### src/rtl/alu_share_arbiter_pkg.sv
// Shared definitions for the ALU sharing arbiter.
// Holds the control-word layout, FSM state encoding, ALU op codes and a
// small helper that turns a grant index into a one-hot port vector.
package alu_share_arbiter_pkg;

  // Control word: {Op[2:0], B_inv, Cin, BranchType[1:0]}
  localparam int CTRL_W    = 7;
  localparam int OP_LSB    = 4;
  localparam int BINV_BIT  = 3;
  localparam int CIN_BIT   = 2;
  localparam int BTYPE_LSB = 0;

  typedef enum logic [1:0] {
    ST_IDLE = 2'd0,
    ST_EXEC = 2'd1,
    ST_RESP = 2'd2
  } state_t;

  localparam logic [2:0] OP_AND = 3'b000;
  localparam logic [2:0] OP_XOR = 3'b001;
  localparam logic [2:0] OP_ADD = 3'b010;

  // One-hot vector for a port index (up to four ports).
  function automatic logic [3:0] idx_onehot(input int idx);
    idx_onehot = 4'b0001 << idx;
  endfunction

endpackage

### src/rtl/alu_share_arbiter_rr_arbiter.sv
// Combinational round-robin arbiter.
// Searches req starting at ptr and wrapping around; the first asserted
// request wins.
//   req       in   NREQ  request vector
//   ptr       in   IW    search start position
//   grant     out  NREQ  one-hot grant (zero when no request)
//   grant_idx out  IW    index of the granted port
//   any       out  1     at least one request present
module rr_arbiter #(
  parameter int NREQ = 2,
  parameter int IW   = 1
) (
  input  logic [NREQ-1:0] req,
  input  logic [IW-1:0]   ptr,
  output logic [NREQ-1:0] grant,
  output logic [IW-1:0]   grant_idx,
  output logic            any
);

  int cand_s;

  // Walk the ports in rotated order and pick the first requester.
  always_comb begin
    grant     = '0;
    grant_idx = '0;
    any       = 1'b0;
    cand_s    = 0;
    for (int off = 0; off < NREQ; off++) begin
      cand_s = int'(ptr) + off;
      if (cand_s >= NREQ) begin
        cand_s = cand_s - NREQ;
      end else begin
        cand_s = cand_s;
      end
      if (!any && req[cand_s]) begin
        any           = 1'b1;
        grant[cand_s] = 1'b1;
        grant_idx     = IW'(cand_s);
      end else begin
        any = any;
      end
    end
  end

endmodule

### src/rtl/alu_share_arbiter.sv
// Shares one 32-bit ALU between NREQ requesters.
// Requests are accepted with a valid/ready handshake and granted
// round-robin; operands are registered into the ALU, the ALU outputs are
// captured one cycle later and held on the shared response bus until the
// owning port accepts them.
//   clk, rst_n              clock, asynchronous active-low reset
//   req_valid/req_ready     per-port request handshake (ready is one-hot)
//   req_a/req_b/req_ctrl    packed per-port operands and control words
//   resp_valid/resp_ready   per-port response handshake (valid is one-hot)
//   resp_result/cout/branch captured ALU outputs
//   alu_*                   registered drive into / results from the ALU
module alu_share_arbiter
  import alu_share_arbiter_pkg::*;
#(
  parameter int NREQ = 2,
  parameter int DW   = 32,
  parameter int CW   = 7
) (
  input  logic              clk,
  input  logic              rst_n,
  input  logic [NREQ-1:0]   req_valid,
  output logic [NREQ-1:0]   req_ready,
  input  logic [NREQ*DW-1:0] req_a,
  input  logic [NREQ*DW-1:0] req_b,
  input  logic [NREQ*CW-1:0] req_ctrl,
  output logic [NREQ-1:0]   resp_valid,
  input  logic [NREQ-1:0]   resp_ready,
  output logic [DW-1:0]     resp_result,
  output logic              resp_cout,
  output logic              resp_branch,
  output logic [DW-1:0]     alu_a,
  output logic [DW-1:0]     alu_b,
  output logic [2:0]        alu_op,
  output logic              alu_binv,
  output logic              alu_cin,
  output logic [1:0]        alu_btype,
  input  logic [DW-1:0]     alu_result,
  input  logic              alu_cout,
  input  logic              alu_branch
);

  localparam int IW = (NREQ > 2) ? 2 : 1;

  state_t          state_r, state_nxt_s;
  logic [IW-1:0]   ptr_r, idx_r, gnt_idx_s, ptr_nxt_s;
  logic [NREQ-1:0] gnt_oh_s, resp_valid_r;
  logic            any_s, accept_s, hs_s;
  logic [DW-1:0]   a_r, b_r, res_r;
  logic [CW-1:0]   ctrl_r;
  logic            cout_r, br_r;
  logic [3:0]      idx_oh_s;
  logic [DW-1:0]   a_arr_s [NREQ];
  logic [DW-1:0]   b_arr_s [NREQ];
  logic [CW-1:0]   ctrl_arr_s [NREQ];

  rr_arbiter #(.NREQ(NREQ), .IW(IW)) u_rr (
    .req       (req_valid),
    .ptr       (ptr_r),
    .grant     (gnt_oh_s),
    .grant_idx (gnt_idx_s),
    .any       (any_s)
  );

  // Unpack the per-port buses so the granted port can be selected by index.
  always_comb begin
    for (int i = 0; i < NREQ; i++) begin
      a_arr_s[i]    = req_a[i*DW +: DW];
      b_arr_s[i]    = req_b[i*DW +: DW];
      ctrl_arr_s[i] = req_ctrl[i*CW +: CW];
    end
  end

  // Next-state logic; a response handshake can accept a new request in the same cycle.
  always_comb begin
    state_nxt_s = state_r;
    accept_s    = 1'b0;
    hs_s        = 1'b0;
    case (state_r)
      ST_IDLE: begin
        if (any_s) begin
          accept_s    = 1'b1;
          state_nxt_s = ST_EXEC;
        end else begin
          state_nxt_s = ST_IDLE;
        end
      end
      ST_EXEC: begin
        state_nxt_s = ST_RESP;
      end
      ST_RESP: begin
        if (resp_ready[idx_r]) begin
          hs_s = 1'b1;
          if (any_s) begin
            accept_s    = 1'b1;
            state_nxt_s = ST_EXEC;
          end else begin
            state_nxt_s = ST_IDLE;
          end
        end else begin
          state_nxt_s = ST_RESP;
        end
      end
      default: begin
        state_nxt_s = ST_IDLE;
      end
    endcase
  end

  // Request ready is combinational on the grant; forced low while reset is held.
  always_comb begin
    if (accept_s && rst_n) begin
      req_ready = gnt_oh_s;
    end else begin
      req_ready = '0;
    end
  end

  // Pointer advances past the granted port, wrapping at NREQ.
  always_comb begin
    if (gnt_idx_s == IW'(NREQ - 1)) begin
      ptr_nxt_s = '0;
    end else begin
      ptr_nxt_s = gnt_idx_s + IW'(1);
    end
    idx_oh_s = idx_onehot(int'(idx_r));
  end

  // FSM state register.
  always_ff @(posedge clk or negedge rst_n) begin
    if (!rst_n) begin
      state_r <= ST_IDLE;
    end else begin
      state_r <= state_nxt_s;
    end
  end

  // Operand, control, grant index and pointer capture on acceptance.
  always_ff @(posedge clk or negedge rst_n) begin
    if (!rst_n) begin
      a_r    <= '0;
      b_r    <= '0;
      ctrl_r <= '0;
      idx_r  <= '0;
      ptr_r  <= '0;
    end else if (accept_s) begin
      a_r    <= a_arr_s[gnt_idx_s];
      b_r    <= b_arr_s[gnt_idx_s];
      ctrl_r <= ctrl_arr_s[gnt_idx_s];
      idx_r  <= gnt_idx_s;
      ptr_r  <= ptr_nxt_s;
    end
  end

  // Capture ALU outputs at the end of EXEC; response valid drops on handshake.
  always_ff @(posedge clk or negedge rst_n) begin
    if (!rst_n) begin
      res_r        <= '0;
      cout_r       <= 1'b0;
      br_r         <= 1'b0;
      resp_valid_r <= '0;
    end else if (state_r == ST_EXEC) begin
      res_r        <= alu_result;
      cout_r       <= alu_cout;
      br_r         <= alu_branch;
      resp_valid_r <= idx_oh_s[NREQ-1:0];
    end else if (hs_s) begin
      resp_valid_r <= '0;
    end
  end

  // Control word is split verbatim into the ALU fields.
  assign alu_a       = a_r;
  assign alu_b       = b_r;
  assign alu_op      = ctrl_r[OP_LSB +: 3];
  assign alu_binv    = ctrl_r[BINV_BIT];
  assign alu_cin     = ctrl_r[CIN_BIT];
  assign alu_btype   = ctrl_r[BTYPE_LSB +: 2];
  assign resp_valid  = resp_valid_r;
  assign resp_result = res_r;
  assign resp_cout   = cout_r;
  assign resp_branch = br_r;

endmodule

### config.mk
export PLATFORM = sky130hd
export DESIGN_NAME = alu_share_arbiter
export DESIGN_NICKNAME = d
export VERILOG_FILES = /design/src/rtl/alu_share_arbiter_pkg.sv /design/src/rtl/alu_share_arbiter_rr_arbiter.sv /design/src/rtl/alu_share_arbiter.sv
export SDC_FILE = /design/constraint.sdc
export NUM_CORES = 1
export LEC_CHECK = 0
export ABC_AREA = 1
export BUFFER_PORTS_ARGS = -buffer_cell sky130_fd_sc_hd__buf_2
export CELL_PAD_IN_SITES_DETAIL_PLACEMENT = 0
export CELL_PAD_IN_SITES_GLOBAL_PLACEMENT = 1
export CORE_MARGIN = 3
export CORE_UTILIZATION = 27
export CTS_CLUSTER_SIZE = 20
export DETAILED_ROUTE_END_ITERATION = 8
export PLACE_DENSITY_LB_ADDON = 0.1
export SLEW_MARGIN = 20
export SYNTH_ARGS = -nofsm -noshare
export SYNTH_HDL_FRONTEND = slang
export SYNTH_SLANG_ARGS = --single-unit
### constraint.sdc
create_clock -name clk -period 1.1 [get_ports clk]
set_input_delay 0.165 -clock clk [delete_from_list [all_inputs] [get_ports clk]]
set_output_delay 0.165 -clock clk [all_outputs]
set_load 0.01 [all_outputs]
# [Yosys cells after proc, flatten, opt, wreduce, memory -nomap -nowiden]
# Index checks and enable logic that the tools add are counted.
[word_totals] register_bits=111 latchBits=0 ramBits=0 romBits=0 output_inout_bits=109 elab_cells=75 memories=0
[op_classes] add_sub_neg=4 n_mul=0 div_mod_pow=0 magnitude_cmp=8 eq_ne=2 shifts=1 n_mux=41 bitwise=2 n_reduce_logical=7
[ops] cell="$mux W32" n=8
[ops] cell="$ge A32 B1 Y1 const B" n=2
[ops] cell="$lt A32 B3 Y1 const B" n=2
[ops] cell="$ge A32 B3 Y1 const B" n=1
[ops] cell="$sub A32 B3 Y32 const B" n=1
[ops] cell="$mux W7" n=3
[ops] cell="$mux W1" n=20
[ops] cell="$mux W2" n=6
[ops] cell="$pmux W2 S3" n=1
[ops] cell="$logic_and A1 B1 Y1" n=4
[ops] cell="$sub A1 B2 Y3 const B" n=1
[ops] cell="$add A1 B1 Y2 const B" n=1
[ops] cell="$demux W1 S1" n=2
[ops] cell="$eq A2 B1 Y1 const B" n=1
[ops] cell="$eq A2 B2 Y1 const B" n=1
[ops] cell="$ge A1 B2 Y1 const B" n=1
[ops] cell="$ge A2 B2 Y1 const B" n=1
[ops] cell="$logic_not A2 Y1" n=1
[ops] cell="$lt A1 B2 Y1 const B" n=1
[ops] cell="$not A1 Y2" n=1
[ops] cell="$or A2 B2 Y2" n=1
[ops] cell="$pmux W1 S2" n=1
[ops] cell="$reduce_bool A2 Y1" n=1
[ops] cell="$shl A1 B1 Y2 const A" n=1
[ops] cell="other kinds (2)" n=2

# [Logic depth before layout (Yosys ltp)]
# Gate-level depths: netlist of run 1.
[logic_depth] depth_word=14 depth_mapped=9 depth_no_buf=7

# [Modules after synthesis]
# Synthesis of run 1 repeated with hierarchy kept, for this count alone.
[hier_totals] hier_cells=733 area_unflattened_um2=5316.3
[modules_own_cells] module="alu_share_arbiter" n_inst=1 cells_each=719 area_each_um2=5261.3 seq_area_each_um2=2777.7
[modules_own_cells] module="rr_arbiter" n_inst=1 cells_each=14 area_each_um2=55.1 seq_area_each_um2=0.0

# [Worst setup path before layout of run 1]
# No wires, ideal clock.
[synth_timing] kind="reg-to-output" from="reg ptr_r" to="out req_ready[1]" arrival_ns=1.155 required_time_ns=0.935 path_slack_ns=-0.220 path_stages_with_launch=7 path_buffers=2 path_cell_list="dfrtp_1 > inv_1 > nand2_2 > nand2_2 > buf_4 > buf_4 > nor3_1"
[synth_via] elab_chain_len=14
[synth_lines] item="start: declaration" line="alu_share_arbiter.sv:45" source="logic [IW-1:0] ptr_r, idx_r, gnt_idx_s, ptr_nxt_s;"
[synth_lines] item="start signal: assignment" line="alu_share_arbiter.sv:150" source="ptr_r <= ptr_nxt_s;"
[synth_lines] item="parallel branches: the longest is 13 deep, another holds $sub A32 B3 Y32"
[synth_lines] item="$mux W2 (*)" line="alu_share_arbiter.sv:111" source="if (accept_s && rst_n) begin"
[synth_lines] item="end: declaration" line="alu_share_arbiter.sv:22" source="output logic [NREQ-1:0] req_ready,"
# Mark *: on every way between the ends. The select of a mux whose other input is x is not followed.

# [Worst setup path after layout of run 1]
[layout_timing] from="reg idx_r" to="out req_ready[1]"
[layout_via] elab_chain_len=6
[layout_lines] item="start: declaration" line="alu_share_arbiter.sv:45"
[layout_lines] item="start signal: assignment" line="alu_share_arbiter.sv:149" source="idx_r <= gnt_idx_s;"
[layout_lines] item="$mux W1 (implied by the code) (2 in series)" line="alu_share_arbiter.sv:91" source="if (resp_ready[idx_r]) begin"
[layout_lines] item="$mux W1" line="alu_share_arbiter.sv:91"
[layout_lines] item="$pmux W1 S2" line="alu_share_arbiter.sv:78" source="case (state_r)"
[layout_lines] item="$logic_and A1 B1 Y1" line="alu_share_arbiter.sv:111"
[layout_lines] item="$mux W2" line="alu_share_arbiter.sv:111"
# No other way between the ends. The select of a mux whose other input is x is not followed.

==> reports/summary.md, run 1 <==
The number of pins exceeding their max-slew limit in the final report was 0; the total detailed-routing wirelength was 18700 microns. Largest vdd supply drop: 1.07 mV. CTS placed an instance of clkbuf_16 at the clock tree root.

The depth of the worst register-to-register path is 8, and the share of post-route cells with drive strength above 1 is 35.8%. The worst hold path terminates at resp_result[21]. The tools report the detailed router's first-iteration violation count as 234. The dominant combinational cell family by area after synthesis is simple AND/OR/NAND/NOR gates.

At the end of routability-driven placement, the weighted congestion stood at 0.766. Counting tap cells, the placed design contains a total of 1257 instances. The deepest clock path buffer count came out at 2.

The cell area reported after detailed placement is 7340 sq um. The leading cell type in the layout, fill and taps excluded was nand2_1. Dividing the final minimum period by the clock period gives 140%. Summed over all cells, the static leakage comes to 4.64 nW.

Wire length per cell: 14.6 microns. Along the worst path, the maximum fanout reaches 3. The library cells used most frequently in the layout, excluding fill and tap cells, are nand2_1, buf_2, dfrtp_1. Setup repair after global routing could not meet its margin everywhere. The area fraction in compound gates after synthesis was 0.284%.

The biggest cell delay along the critical path is 410 ps. The worst-margin pin slew is 482 ps. The first detailed-routing pass ran for 4 iterations. TritonCTS built the clock tree. The adder-cell share of the synthesized area was 0%.

For the net count after synthesis, the log shows 901. The count of buffers inserted at the top-level ports came out at 290. Start-to-end type of the worst setup path: reg -> out. The count of nets left with antenna violations once routing finished came out at 0. The count of state elements after synthesis works out to 111. In the final timing run, aggregate negative setup slack is -18950 ps.

The H-tree generated during clock tree synthesis spans 3 levels. Once layout is complete, the utilization of the core stands at 41.3%. The total via count in the routed design is 5543, and the worst slew margin relative to its limit is 67.8%. Class of the most critical hold timing path: in -> reg.

The wire-length estimate of the detail-placed layout is 13400 microns. For the worst setup path, the data required time is 940 ps. Smallest setup slack after layout: -444 ps. The maximum achievable frequency is 648 MHz, and the power density over the cells is 2670 nW/um^2. Setup violations remaining at the end of the flow were counted as 76. The netlist area before placement is 5290 sq um, and the aggregate global routing overflow is 0. The critical path goes through inv_2, nand2_2, nand3_2, nand2_4, buf_12, nor3_4, buf_6.

Clock-pin slew was measured on the worst setup and hold paths at 80 ps. Endpoint of the most critical register-to-register path: alu_b[22]. The maximum number of pins on one net before global-route repair is 85, and the sequential share of the synthesized area is 52.5%. Start of the worst register-to-register path: idx_r. STA classifies the critical path startpoint as a register. The tools report the number of rows created at floorplan as 50.

The first-pass GRT wire length came out at 29900 microns. At the placement stage, the worst setup path has a slack of -239 ps. Count of unresolved DRC violations after routing: 0. The logs give 9.31 ps for the clock skew and 1380 ps for the arrival time at the worst endpoint.

The number of top-level pins came out at 291. In the global route stage, overall resource usage came out at 17.4%. STA classifies the critical path endpoint as an output pin. The run gives 0 as the count of warnings emitted by yosys. The die height is 146 microns, and the filler-free cell count of the finished design is 1281.

The horizontal die dimension works out to 146 microns. The clock buffer count from CTS came out at 9. Of the total synthesized cell area, the portion taken by XOR and XNOR cells is 0%.

The initial antenna violation count was 2; the final layout net count was 1197. The checks that failed: negative setup slack. The synthesized netlist devotes 41.9% of its cell area to simple gates.

Top cell family by delay on the critical path: flip-flops. The netlist uses 14 different library cells. The area growth from synthesis to layout is 47.8%, and the later-pin clock latency in the skew report is 350 ps.

Across all register-to-register paths, the minimum setup slack is -280 ps. The per-instance average area after synthesis was 7.36 sq um; the initial cell density of the core was 27.9%. Total power for the finished layout comes to 20.9 mW.

The die covers 21300 sq um. The highest-delay cell along the critical path is dfrtp_1. The average via count per standard cell is 4.33, and the worst hold slack after final layout is 36.3 ps. Number of max-cap violations: 0.

Clock tree synthesis found a total of 111 sinks. The worst hold path begins at alu_result[21]. The number of buffer and inverter stages on the critical path was 3. In this run the standard cell core region covers 19000 sq um. For the area of all placed cells without fillers, the log shows 7820 sq um. The portion of synthesized area spent on multiplexers is 0%. The run gives 0 as the number of endpoints with negative hold slack in the final report. The run finished, with violations left. Along the worst hold path, the cell count comes to 3.

The run gives 5551 as the via count of the first global-routing pass. Synthesis produced a netlist whose cell count is 719. The routed design could run at a clock period as short as 1540 ps.
## Yosys cell counts
master    instances  share of area, %
nand3_1         110                10
o21ai_0           3              0.28
inv_2             3              0.21
nor3_1            1             0.094
nor2_2            1              0.12
clkbuf_1         22               1.6
nand2_1         433                31
buf_2            15               1.4
dfrtp_1         111                52
buf_4             8               1.1
nand2_2           3              0.35
inv_1             2              0.14
nor2_1            3              0.21
buf_6             4              0.85
## tightest hold or removal path: cells and delay by family
family        cells  cell delay, ps
simple gates      2             120
buf+inv           1              70
## how the worst max path moves through the flow
stage | depth (start not counted) | startpoint | slack (ps) | endpoint
3_5_place_dp | 7 | idx_r | -240 | req_ready[1]
2_1_floorplan | 7 | ptr_r | -110 | req_ready[0]
3_3_place_gp | 7 | idx_r | -220 | req_ready[1]
6_report | 7 | idx_r | -440 | req_ready[1]
4_1_cts | 7 | idx_r | -470 | req_ready[1]
5_1_grt | 6 | idx_r | -560 | req_ready[1]
## per-layer routing
metal / track usage [%] / wire length, microns
met1: 22.4 / 8180
met2: 29.0 / 8970
met3: 5.05 / 1380
met4: 4.05 / 144
met5: 0 / 13
## sequential cells by signal, summed over array words and instances, names as in the netlist
signal,flops
alu_a,32
alu_b,32
ctrl_r,7
idx_r,1
ptr_r,1
resp_branch,1
resp_cout,1
resp_result,32
resp_valid,2
state_r,2
## cell type report
class	instances	area [sq um]
Antenna cell	1	2.50
Sequential cell	111	2780
Tap cell	260	325
Fill cell	2083	11100
Multi-Input combinational cell	554	2310
Timing Repair Buffer	334	2080
Clock buffer	11	243
Clock inverter	5	56.3
Inverter	5	26.3
## power by group
part	switching (mW)	internal, mW
Clock	1.56	1.83
Sequential	0.992	6.06
Combinational	6.05	4.40
Total	8.60	12.3
## repair_timing
item,4_1_cts,5_1_grt
hold buffers,1,0
gates resized for setup,20,9
pin swaps,6,0
cloned,1,0
setup buffers,5,0
setup endpoints to repair,109,96
hold endpoints to repair,111,0
## kinds of logic (layout without fill, tap and decap cells)
kind of cell / after synthesis / after routing
buffers and inverters: 54 / 355
AND/OR/NAND/NOR: 551 / 551
flip-flops: 111 / 111
AO/OA/AOI/OAI: 3 / 3
other: 0 / 1
No activity file was read; power rests on OpenSTA's default activity.
==> inputs of run 2 (changes only) <==
Settings changed: PLACE_DENSITY set to 0.8, PLACE_DENSITY_LB_ADDON 0.1 to unset.
==> run 2 against run 1 <==
Clock-buffer cell count did not move. Sequential power rose by 2%. Largest cell class unchanged. Non-clock buffer count rose by 15. Critical endpoint unchanged. Via count rose by 3.9%. The flow still finishes with violations (negative setup slack). Utilization rose by 1.9 points.
==> reports/summary.md, run 2 (synthesis results as in run 1) <==
The final clock period utilization by the worst path was 143% (+2.7 points). The final layout net count was 1212 (+1.3%). The first-pass GRT wire length is 31300 microns (+4.6%). For hold timing, the worst endpoint is resp_result[25].

The worst slew margin relative to its limit was 75.0% (+7.2 points); the register cell area after layout was 2780 sq um (unchanged). In this run the critical register-to-register path is captured at alu_a[5]. The number of max-cap violations was 0 (unchanged); the worst-margin pin slew was 374 ps (-108 ps). The library cell used most frequently in the layout, excluding fill and tap cells, is nand2_1.

For the number of pins exceeding their max-slew limit in the final report, the log shows 0 (unchanged). Relative to the synthesized area, the layout overhead comes to 54.5%. Minimum clock period: 1570 ps (+30.2 ps). The tools report the antenna cell count as 0 (-1). The via count of the first global-routing pass is 5667 (+2.1%), and the depth of the worst register-to-register path is 8 (unchanged).

TritonCTS built the clock tree. The power density over the cells was 2740 nW/um^2 (+2.4%); the die height was 146 microns (unchanged). The number of cells in the design after placement came out at 1258 (+0.080%).

Deepest clock path buffer count: 2 (unchanged). The number of rows created at floorplan is 50 (unchanged). The tools report the initial cell density of the core as 27.9% (unchanged).

The run gives 4.83 nW (+4.0%) as the leakage power. The later-pin clock latency in the skew report was 350 ps (about the same). The start-to-end type of the worst setup path was reg -> out. The number of detailed-routing iterations run before antenna repair was 4 (unchanged). The checks that failed: negative setup slack.

The run gives -400 ps (-120 ps) as the slack of the worst reg-to-reg path. The clock root buffer was clkbuf_16. The total via count in the routed design came out at 5758 (+3.9%). The tools report the initial antenna violation count as 2 (unchanged).

For the number of H-tree levels, the log shows 3 (unchanged). The wire length per cell was 15.3 microns (+5.2%); the count of final setup violators was 88 (+16%). The detailed router's first-iteration violation count is 199 (-15%), and the number of endpoints with negative hold slack in the final report is 0 (unchanged). The logs give 9 (unchanged) for the clock buffer count from CTS and 0 (unchanged) for the count of unresolved DRC violations after routing.

The average via count per standard cell is 4.45 (+2.8%). The worst setup path is launched from a register. The run gives 2028 (-2.6%) as the number of inserted filler cells in the final layout.

Total core area: 19000 sq um (unchanged). For the combined global-route utilization of all metal layers, the log shows 18.5% (+1.1 points). The start of the worst register-to-register path is idx_r. The tools report the clock sink count as 111 (unchanged). The horizontal die dimension is 146 microns (unchanged), and the remaining number of nets flagged by the antenna check after routing is 0 (unchanged). The required time of the critical path was 940 ps (about the same); the share of post-route cells with drive strength above 1 was 37.8% (+2.0 points). The half-perimeter wire length of the detailed placement result is 13400 microns (-0.35%), and the critical-path maximum fanout is 3 (unchanged). The total detailed-routing wirelength came out at 19900 microns (+6.4%).

The run gives 291 (unchanged) as the number of top-level pins. The logs give 635 MHz (-1.9%) for the maximum achievable frequency and 0.761 (-0.63%) for the final estimated routing congestion in global placement. The largest vdd supply drop is 0.886 mV (-17%), and the clock-pin slew of the registers on the worst-case setup and hold paths is 80 ps (about the same). The run gives 0 (unchanged) as the aggregate global routing overflow. The class of the most critical hold timing path is in -> reg.

Count of buffers inserted at the top-level ports: 290 (unchanged). The arrival time at the worst endpoint is 1410 ps (+30 ps), and the worst hold path stage count is 3 (unchanged). The tools report the critical hold path startpoint as alu_result[25]. The smallest setup slack after layout is -474 ps (-30.2 ps). The worst setup path is captured at an output pin. The clock skew came out at 8.58 ps (-0.734 ps). The logs give 44.4 ps (+8.11 ps) for the worst hold slack after final layout and 1295 (+1.1%) for the filler-free cell count of the finished design.

The combined area of the multi-input logic cells is 2360 sq um (+2.4%). For the total die area, the log shows 21300 sq um (unchanged). The maximum number of pins on one net before global-route repair is 53 (-38%). Setup repair after global routing could not meet its margin everywhere.

In the layout the commonest cells are nand2_1, buf_2, dfrtp_1. The flow ran to the end, but the final reports show violations.
run 2: cell types whose count changed in the layout (fill, tap and decap cells not counted), sizes merged:
cell and change:
clkinv -2, clkinvlp +1, dlymetal6s4s +1, dlygate4sd3 -1
inv +1, diode -1, buf +9, bufbuf +6
run 2: how the worst max path moves through the flow:
stage | startpoint | end | slack (ps) | cells after the start
global placement | idx_r | req_ready[1] | -230 | 7
global route | idx_r | req_ready[1] | -560 | 6
detailed placement | idx_r | req_ready[1] | -240 | 7
finish | idx_r | req_ready[1] | -470 | 7
CTS | idx_r | req_ready[1] | -480 | 7
floorplan | ptr_r | req_ready[0] | -110 | 7
run 2: layout make-up:
class | count | share of cell area [%]
flip-flops and latches | 111 | 34.0
repair buffers | 349 | 29.0
multi-input cells | 554 | 28.9
well taps | 260 | 3.98
clock buffers | 11 | 2.97
clock inverters | 5 | 0.765
inverters | 5 | 0.352
run 2: what timing repair did:
action / in CTS / in global routing
pin swaps: 4 / 0
endpoints found under the hold margin: 30 / 0
hold buffers: 1 / 0
gates resized for setup: 33 / 21
buffers inserted: 8 / 3
endpoints found under the setup margin: 114 / 172
cloned: 9 / 0
run 2: through the flow:
stage	area (sq um)	total power, mW	utilization (%)	setup TNS [ps]	setup slack (ps)
2_1_floorplan	5380	12.6	-	-2610	-113
3_3_place_gp	7310	16.9	38.6	-16290	-233
3_5_place_dp	7310	17.0	38.6	-17670	-242
4_1_cts	8090	22.4	42.7	-29890	-481
5_1_grt	8170	24.2	43.1	-33990	-560
6_report	8170	22.4	43.1	-26160	-474
run 2: worst max-delay path, stage by stage, from the launching register on:
cell,delay [ps]
dfrtp_1,410
inv_2,90
nand2_4,60
nand3_4,70
nand2_4,60
buf_12,130
nor3_4,90
buf_2,150
run 2: power by group:
group / internal [mW] / leakage, nW / switching (mW)
clock: 1.85 / 0.143 / 1.53
combinational: 5.40 / 3.31 / 6.38
sequential: 6.06 / 1.37 / 1.13
total: 13.3 / 4.83 / 9.05
run 2: metal layers:
layer	GRT usage, %	part of all wire, %	routed length, microns
met1	23.5	43	8610
met2	31.3	48	9510
met3	4.95	7.3	1460
met4	4.80	1.4	276
met5	0	0.065	13
